<file path="config.mk">
export PLATFORM = sky130hd
export DESIGN_NAME = kgp_seq_shifter_flat
export DESIGN_NICKNAME = d
export VERILOG_FILES = /design/src/rtl/kgp_alu_pkg.sv /design/src/rtl/kgp_seq_shifter_if.sv /design/src/rtl/kgp_seq_shifter.sv /design/src/flat_wrapper.sv
export SDC_FILE = /design/constraint.sdc
export NUM_CORES = 1
export LEC_CHECK = 0
export ABC_AREA = 1
export BUFFER_PORTS_ARGS = -buffer_cell sky130_fd_sc_hd__buf_2
export CAP_MARGIN = 15
export CORE_MARGIN = 5
export CORE_UTILIZATION = 50
export CTS_CLUSTER_DIAMETER = 60
export DETAILED_ROUTE_END_ITERATION = 12
export MAX_ROUTING_LAYER = met4
export PLACE_DENSITY = 0.75
export SLEW_MARGIN = 20
export SYNTH_ARGS = -nofsm -noshare
export SYNTH_HDL_FRONTEND = slang
export SYNTH_SLANG_ARGS = --single-unit
</file>
<file path="constraint.sdc">
create_clock -name clk -period 2.7 [get_ports clk]
set_input_delay 0.54 -clock clk [delete_from_list [all_inputs] [get_ports clk]]
set_output_delay 0.54 -clock clk [all_outputs]
set_load 0.1 [all_outputs]
</file>
<file path="src/rtl/kgp_alu_pkg.sv">
// Shared definitions for the KGP_RISC execute-stage shift unit:
// shift-op encodings, FSM state type and default widths.
package kgp_alu_pkg;

    localparam int WIDTH_DEF = 32;
    localparam int SHW_DEF   = 5;

    localparam logic [1:0] SH_SLL = 2'b00;
    localparam logic [1:0] SH_SRL = 2'b01;
    localparam logic [1:0] SH_SRA = 2'b10;

    typedef enum logic [1:0] {
        ST_IDLE  = 2'b00,
        ST_SHIFT = 2'b01,
        ST_DONE  = 2'b10
    } sh_state_e;

endpackage

</file>
<file path="src/rtl/kgp_seq_shifter_if.sv">
// Request/response bundle between the execute stage and the serial shifter.
interface kgp_seq_shifter_if
    import kgp_alu_pkg::*;
#(
    parameter int WIDTH = WIDTH_DEF,
    parameter int SHW   = SHW_DEF
);
    logic             start;
    logic [1:0]       op;
    logic [WIDTH-1:0] operand;
    logic [SHW-1:0]   shamt;
    logic             busy;
    logic             done;
    logic [WIDTH-1:0] result;
    logic             carry_out;
    logic             carry_we;

    modport master (
        output start, op, operand, shamt,
        input  busy, done, result, carry_out, carry_we
    );

    modport slave (
        input  start, op, operand, shamt,
        output busy, done, result, carry_out, carry_we
    );
endinterface

</file>
<file path="src/rtl/kgp_seq_shifter.sv">
// Serial shift unit: one bit per cycle for shll/shrl/shra, reporting the
// final shifted value and the last bit shifted out to the carry-flag flop.
module kgp_seq_shifter
    import kgp_alu_pkg::*;
#(
    parameter int WIDTH = WIDTH_DEF,
    parameter int SHW   = SHW_DEF
) (
    input  logic               clk,
    input  logic               rst,
    kgp_seq_shifter_if.slave   sh
);

    // Returns {bit shifted out, shifted value}; reserved op 2'b11 shifts left.
    function automatic logic [WIDTH:0] shift_step(input logic [1:0] op,
                                                  input logic [WIDTH-1:0] v);
        case (op)
            SH_SRL:  return {v[0], 1'b0, v[WIDTH-1:1]};
            SH_SRA:  return {v[0], v[WIDTH-1], v[WIDTH-1:1]};
            default: return {v[WIDTH-1], v[WIDTH-2:0], 1'b0};
        endcase
    endfunction

    sh_state_e        state_q,     state_d;
    logic [WIDTH-1:0] sreg_q,      sreg_d;
    logic [1:0]       op_q,        op_d;
    logic [SHW-1:0]   count_q,     count_d;
    logic             nz_q,        nz_d;
    logic             busy_q,      busy_d;
    logic             done_q,      done_d;
    logic             carry_we_q,  carry_we_d;
    logic             carry_out_q, carry_out_d;
    logic [WIDTH-1:0] result_q,    result_d;
    logic [WIDTH:0]   step;

    always_ff @(posedge clk or posedge rst) begin
        if (rst) begin
            state_q     <= ST_IDLE;
            sreg_q      <= '0;
            op_q        <= SH_SLL;
            count_q     <= '0;
            nz_q        <= 1'b0;
            busy_q      <= 1'b0;
            done_q      <= 1'b0;
            carry_we_q  <= 1'b0;
            carry_out_q <= 1'b0;
            result_q    <= '0;
        end else begin
            state_q     <= state_d;
            sreg_q      <= sreg_d;
            op_q        <= op_d;
            count_q     <= count_d;
            nz_q        <= nz_d;
            busy_q      <= busy_d;
            done_q      <= done_d;
            carry_we_q  <= carry_we_d;
            carry_out_q <= carry_out_d;
            result_q    <= result_d;
        end
    end

    always_comb begin
        state_d     = state_q;
        sreg_d      = sreg_q;
        op_d        = op_q;
        count_d     = count_q;
        nz_d        = nz_q;
        carry_out_d = carry_out_q;
        result_d    = result_q;
        step        = shift_step(op_q, sreg_q);

        case (state_q)
            ST_IDLE: begin
                if (sh.start) begin
                    sreg_d  = sh.operand;
                    op_d    = sh.op;
                    count_d = sh.shamt;
                    nz_d    = (sh.shamt != '0);
                    state_d = (sh.shamt != '0) ? ST_SHIFT : ST_DONE;
                end
            end
            ST_SHIFT: begin
                carry_out_d = step[WIDTH];
                sreg_d      = step[WIDTH-1:0];
                count_d     = count_q - 1'b1;
                if (count_q == SHW'(1)) begin
                    state_d = ST_DONE;
                end
            end
            ST_DONE: begin
                state_d = ST_IDLE;
            end
            default: begin
                state_d = ST_IDLE;
            end
        endcase

        // Outputs are registered from the next state so they line up with it.
        if (state_d == ST_DONE) begin
            result_d = sreg_d;
        end
        busy_d     = (state_d != ST_IDLE);
        done_d     = (state_d == ST_DONE);
        carry_we_d = (state_d == ST_DONE) && nz_d;
    end

    assign sh.busy      = busy_q;
    assign sh.done      = done_q;
    assign sh.carry_we  = carry_we_q;
    assign sh.carry_out = carry_out_q;
    assign sh.result    = result_q;

endmodule

</file>
<file path="src/flat_wrapper.sv">
// flat-port wrapper written by rule: the top's interface ports become plain ports
module kgp_seq_shifter_flat import kgp_alu_pkg::*;
#(
    parameter int WIDTH = WIDTH_DEF,
    parameter int SHW   = SHW_DEF
)
  (clk, rst, sh_start, sh_op, sh_operand, sh_shamt, sh_busy, sh_done, sh_result, sh_carry_out, sh_carry_we);
  kgp_seq_shifter_if #(.WIDTH(WIDTH), .SHW(SHW)) sh_i ();
  input  logic clk;
  input  logic rst;
  input wire logic [$bits(sh_i.start)-1:0] sh_start;
  input wire logic [$bits(sh_i.op)-1:0] sh_op;
  input wire logic [$bits(sh_i.operand)-1:0] sh_operand;
  input wire logic [$bits(sh_i.shamt)-1:0] sh_shamt;
  output wire logic [$bits(sh_i.busy)-1:0] sh_busy;
  output wire logic [$bits(sh_i.done)-1:0] sh_done;
  output wire logic [$bits(sh_i.result)-1:0] sh_result;
  output wire logic [$bits(sh_i.carry_out)-1:0] sh_carry_out;
  output wire logic [$bits(sh_i.carry_we)-1:0] sh_carry_we;
  assign sh_i.start = sh_start;
  assign sh_i.op = sh_op;
  assign sh_i.operand = sh_operand;
  assign sh_i.shamt = sh_shamt;
  assign sh_busy = sh_i.busy;
  assign sh_done = sh_i.done;
  assign sh_result = sh_i.result;
  assign sh_carry_out = sh_i.carry_out;
  assign sh_carry_we = sh_i.carry_we;
  kgp_seq_shifter #(.WIDTH(WIDTH), .SHW(SHW)) u_core (.clk(clk), .rst(rst), .sh(sh_i));
endmodule
</file>
Yosys cells after proc, flatten, opt, wreduce, memory -nomap -nowiden
Index checks and enable logic that the tools add are counted.
- flip-flop bits (word level): 78
- input bits: 42
- output and inout bits: 36
- word-level logic and storage cells: 35
- add/sub/neg operators: 1
- eq/ne operators: 6
- multiplexer cells: 11
- reductions and logical operators: 7
- operator list (cell ; number):
    33-bit case mux with 2 select lines ; 1
    32-bit case mux with 2 select lines ; 1
    32-bit two-way mux ; 1
    5-bit case mux with 2 select lines ; 1
    2-bit two-way mux ; 3
    5-bit by 1-bit equality test with 1-bit output, second input constant ; 1
    5-bit two-way mux ; 1
    5-bit nonzero test ; 1
    5-bit by 1-bit subtractor with 5-bit output, second input constant ; 1
    2-bit by 1-bit equality test with 1-bit output, second input constant ; 2
    2-bit equality test, second input constant ; 2
    2-bit case mux with 2 select lines ; 1
    2-bit AND reduction ; 2
    2-bit nonzero test ; 2
    2-bit logical NOT ; 1
    1-bit two-way mux ; 2
    2-bit inequality test, second input constant ; 1
    1-bit logical AND ; 1

Longest topological paths before layout
- word-level depth: 6
- gate-level depth with buffers: 10
- mapped depth without buffers: 10

Worst setup path before layout
Ideal clock, no wire load.
- path type: register to register
- from: register u_core.op_q[0]
- to: register u_core.result_q[10] (netlist: u_core.sh.result[10])
- setup time: 0.122 ns
- arrival: 1.505 ns
- required time: 2.578 ns
- setup slack: 1.073 ns
- cell stages (with the launch flop): 11
- buffers on the path: 2
- clock period less this slack: 1.627 ns
- cell sequence: dfrtp_1 -> inv_1 -> ha_1 -> inv_2 -> buf_2 -> buf_2 -> nand3_1 -> nand2_1 -> nand3_1 -> nand3_1 -> nand2_1
- word-level cells in the longest chain between the ends: 3
- elaborated cells between the ends (all ways): 4
- RTL lines (item ; line ; text):
    start, declared ; kgp_seq_shifter.sv:26 ; logic [1:0] op_q, op_d;
    start signal, assigned ; kgp_seq_shifter.sv:51 ; op_q <= op_d;
    2-bit equality test / 2-bit by 1-bit equality test with 1-bit output (equally long branches) ; kgp_seq_shifter.sv:17 ; case (op)
    33-bit case mux with 2 select lines (*) ; kgp_seq_shifter.sv:17 ;
    32-bit case mux with 2 select lines (*) ; kgp_seq_shifter.sv:72 ; case (state_q)
    named net u_core.sreg_d[10] ; kgp_seq_shifter.sv:25 ; logic [WIDTH-1:0] sreg_q, sreg_d;
    end signal, assigned ; kgp_seq_shifter.sv:58 ; result_q <= result_d;
    end, declared ; kgp_seq_shifter.sv:33 ; logic [WIDTH-1:0] result_q, result_d;
The timed path passes the listed nets; every way through them passes the cells marked *.
A chain may end at the register's enable or synchronous reset.

Final worst setup path
- from: register u_core.state_q[1]
- to: register u_core.count_q[1]
- word-level cells in the longest chain between the ends: 3
- elaborated cells between the ends (all ways): 6
- RTL lines (item ; line ; text):
    start, declared ; kgp_seq_shifter.sv:24 ; sh_state_e state_q, state_d;
    start signal, assigned ; kgp_seq_shifter.sv:49 ; state_q <= state_d;
    2-bit by 1-bit equality test with 1-bit output / 2-bit logical NOT (equally long branches) ; kgp_seq_shifter.sv:72 ;
    2-bit nonzero test (no source line) / 2-bit inequality test (equally long branches) ; n/a ;
    2-bit AND reduction (no source line) ; n/a ;
    end signal, assigned ; kgp_seq_shifter.sv:52 ; count_q <= count_d;
    end, declared ; kgp_seq_shifter.sv:27 ; logic [SHW-1:0] count_q, count_d;
Several ways; a longest one is shown, not always the timed one.

==> results.ini <==
[timing]
fmax_mhz=424
rsz0062_at_grt=false
max_slew.worst_pin.slew_ps=661
fin_crit_ps=2360
finalCritPeriodShare=0.874
tns_ps=0
final-setup-viol-count=0
finalMaxSlewViolations=0
hold_viol_final=0
maxSlewHeadroom=0.558
clock_skew_ps=6.88

[clocking]
numCtsBuffers=9
clk_latency_ps=370
clock_sinks=78
cts_resized=0
cts_setup_buffers=0
cts_max_path_buffers=2
clockRootBuffer=clkbuf_8
htreeDepth=3
hold_buffers=0
path_clk_slew_ps=80
tritoncts=yes

[grt]
grt.busiest_layer=met2
grt_pass1_vias=4349
track_usage=0.219
use_met1=0.285
antenna_found_initial=0
grt_util_met2=0.341
grt_use_met3=0.0520
grt_first_pass_wirelength_um=19700
gr-total-overflow=0
grt_max_degree=50

[setup_path]
r2r_slack_ps=340
r2r-end=u_core.count_q[1]$_DFFE_PP0P_
cp-end-kind=flop
cpPeakStageDelay_ps=620
critPathSlowestCell=dfrtp_1
critPathMostFrequentCell=o21ai_0
arrival_ps=2610
crit_fanout=37
crit_chain=inv_4, nand2_2, nand2_1, inv_1, a21oi_1, o21ai_0, o21ai_0
critPathKind=flop to flop
cp_data_required_time_ps=2950
start_kind=flop
worstRegToRegCells=7
r2r_start=u_core.state_q[1]$_DFF_PP0_

[floorplan]
ios=78
rows=34
core-area_um2=8810
die_h_um=106
start_util=0.519
fp.dieArea_um2=11200
dieWidth_um=106

[final_layout]
drive_above_1_share=0.184
multiInputGateArea_um2=2230
num_antenna_cells=0
area.sequential_um2=1950
syn2layout_area_growth_pct=13.9
nFillCells=848
fin_nets=774
final_cells=841

[place]
place.gp.congestion=0.881
portBuffers=77
dp_hpwl_um=7540
place_inst=825

[drt]
wl_per_cell_um=13.6
viasPerCell=5.26
drt_iter0_drc=305
wirelength_um=11500
drtPass1Iterations=4
drc=0
dr_total_vias=4420
drt.antenna.violating_nets=0

[synth]
ys_ff_latch=78
ys_seq_area_frac=0.427
async_reset_ff_frac=1.00
synth_edf_count=0
synth.avg_cell_area_um2=6.84
netlist_instances=669
synth_common_cells=nand2_1, nand3_1, dfrtp_1, nor2_1, inv_1
synth_warnings=0
yosysMostFrequentCell=nand2_1
yosysUniqueCellTypes=25
syn_area_um2=4570
netlist_top_cells_area=dfrtp_1, nand2_1, nand3_1
synthFlopType=dfrtp_1
synth_fp_nets=715
synth_top_area_frac=0.427
synth_top_area_cell=dfrtp_1

[min_path]
hp-class=input pin to asynchronous set/reset pin

[run_status]
status=finished clean

[job]
cap_violations=0

==> layout by cell type (no fill, tap or decap), drive strengths merged <==
cell,Yosys,final
a21oi,3,3
nor2,74,74
nand4,1,1
a22o,1,1
dfrtp,78,78
o221ai,1,1
a22oi,1,1
o21ai,13,13
buf,20,87
nand2,243,243
xnor2,1,1
nand3,131,131
clkbuf,19,13
clkinvlp,0,1
bufinv,0,2
inv,51,50
ha,4,4
o22ai,1,1
or2,27,27
clkinv,0,1
==> worst max-delay path, delay by kind of cell (launching register included) <==
kind	cells	cell delay (ps)
compound gates	3	260
simple gates	2	910
flops	1	620
buf+inv	2	440
==> layout make-up <==
cell class	count	share of cell area
Sequential cell	78	0.375
Tap cell	108	0.0259
Clock inverter	3	0.0130
Clock buffer	13	0.0286
Inverter	51	0.0375
Timing Repair Buffer	87	0.0932
Multi-Input combinational cell	501	0.427
==> sequential cells by signal (all words and copies together) (netlist names) <==
signal,flops
u_core.nz_q,1
u_core.sh.busy,1
u_core.sh.carry_out,1
u_core.count_q,5
u_core.state_q,2
u_core.sh.carry_we,1
u_core.sh.done,1
u_core.sh.result,32
u_core.op_q,2
u_core.sreg_q,32
==> worst max path at each step <==
stage | from | end | slack, ps
2_1_floorplan | rst | u_core.count_q[0]$_DFFE_PP0P_ | 160
4_1_cts | u_core.state_q[1]$_DFF_PP0_ | u_core.count_q[1]$_DFFE_PP0P_ | 390
6_report | u_core.state_q[1]$_DFF_PP0_ | u_core.count_q[1]$_DFFE_PP0P_ | 340
3_3_place_gp | u_core.state_q[1]$_DFF_PP0_ | u_core.count_q[1]$_DFFE_PP0P_ | 550
5_1_grt | u_core.state_q[1]$_DFF_PP0_ | u_core.count_q[1]$_DFFE_PP0P_ | 160
3_5_place_dp | u_core.state_q[1]$_DFF_PP0_ | u_core.count_q[1]$_DFFE_PP0P_ | 400
==> stage by stage <==
stage | cell area (um2) | utilization | worst slack, ps | hold WS, ps
2_1_floorplan | 4570 | - | 165 | 494
3_3_place_gp | 4990 | 0.567 | 546 | 448
3_5_place_dp | 4990 | 0.567 | 396 | 453
4_1_cts | 5210 | 0.592 | 385 | 210
5_1_grt | 5210 | 0.592 | 158 | 236
6_report | 5210 | 0.592 | 340 | 192
==> cell families after synthesis <==
| group | synth area share |
|---|---|
| AND/OR/NAND/NOR | 0.447 |
| buffers and inverters | 0.0865 |
| AO/OA/AOI/OAI | 0.0268 |
| XOR/XNOR | 0.00192 |
| flip-flops | 0.427 |
| adder cells (fa/ha/maj) | 0.0109 |
==> metal layers <==
metal / part of all wire / routed length, um / vias up
met5: 0 / 0 / -
met3: 0.059 / 673 / 17
met2: 0.46 / 5320 / 143
met1: 0.46 / 5300 / 2042
li1: - / - / 2218
met4: 0.015 / 176 / 0
Power is not shown: default switching activity piles up to over one toggle a cycle in this logic, so the estimate is an artifact.
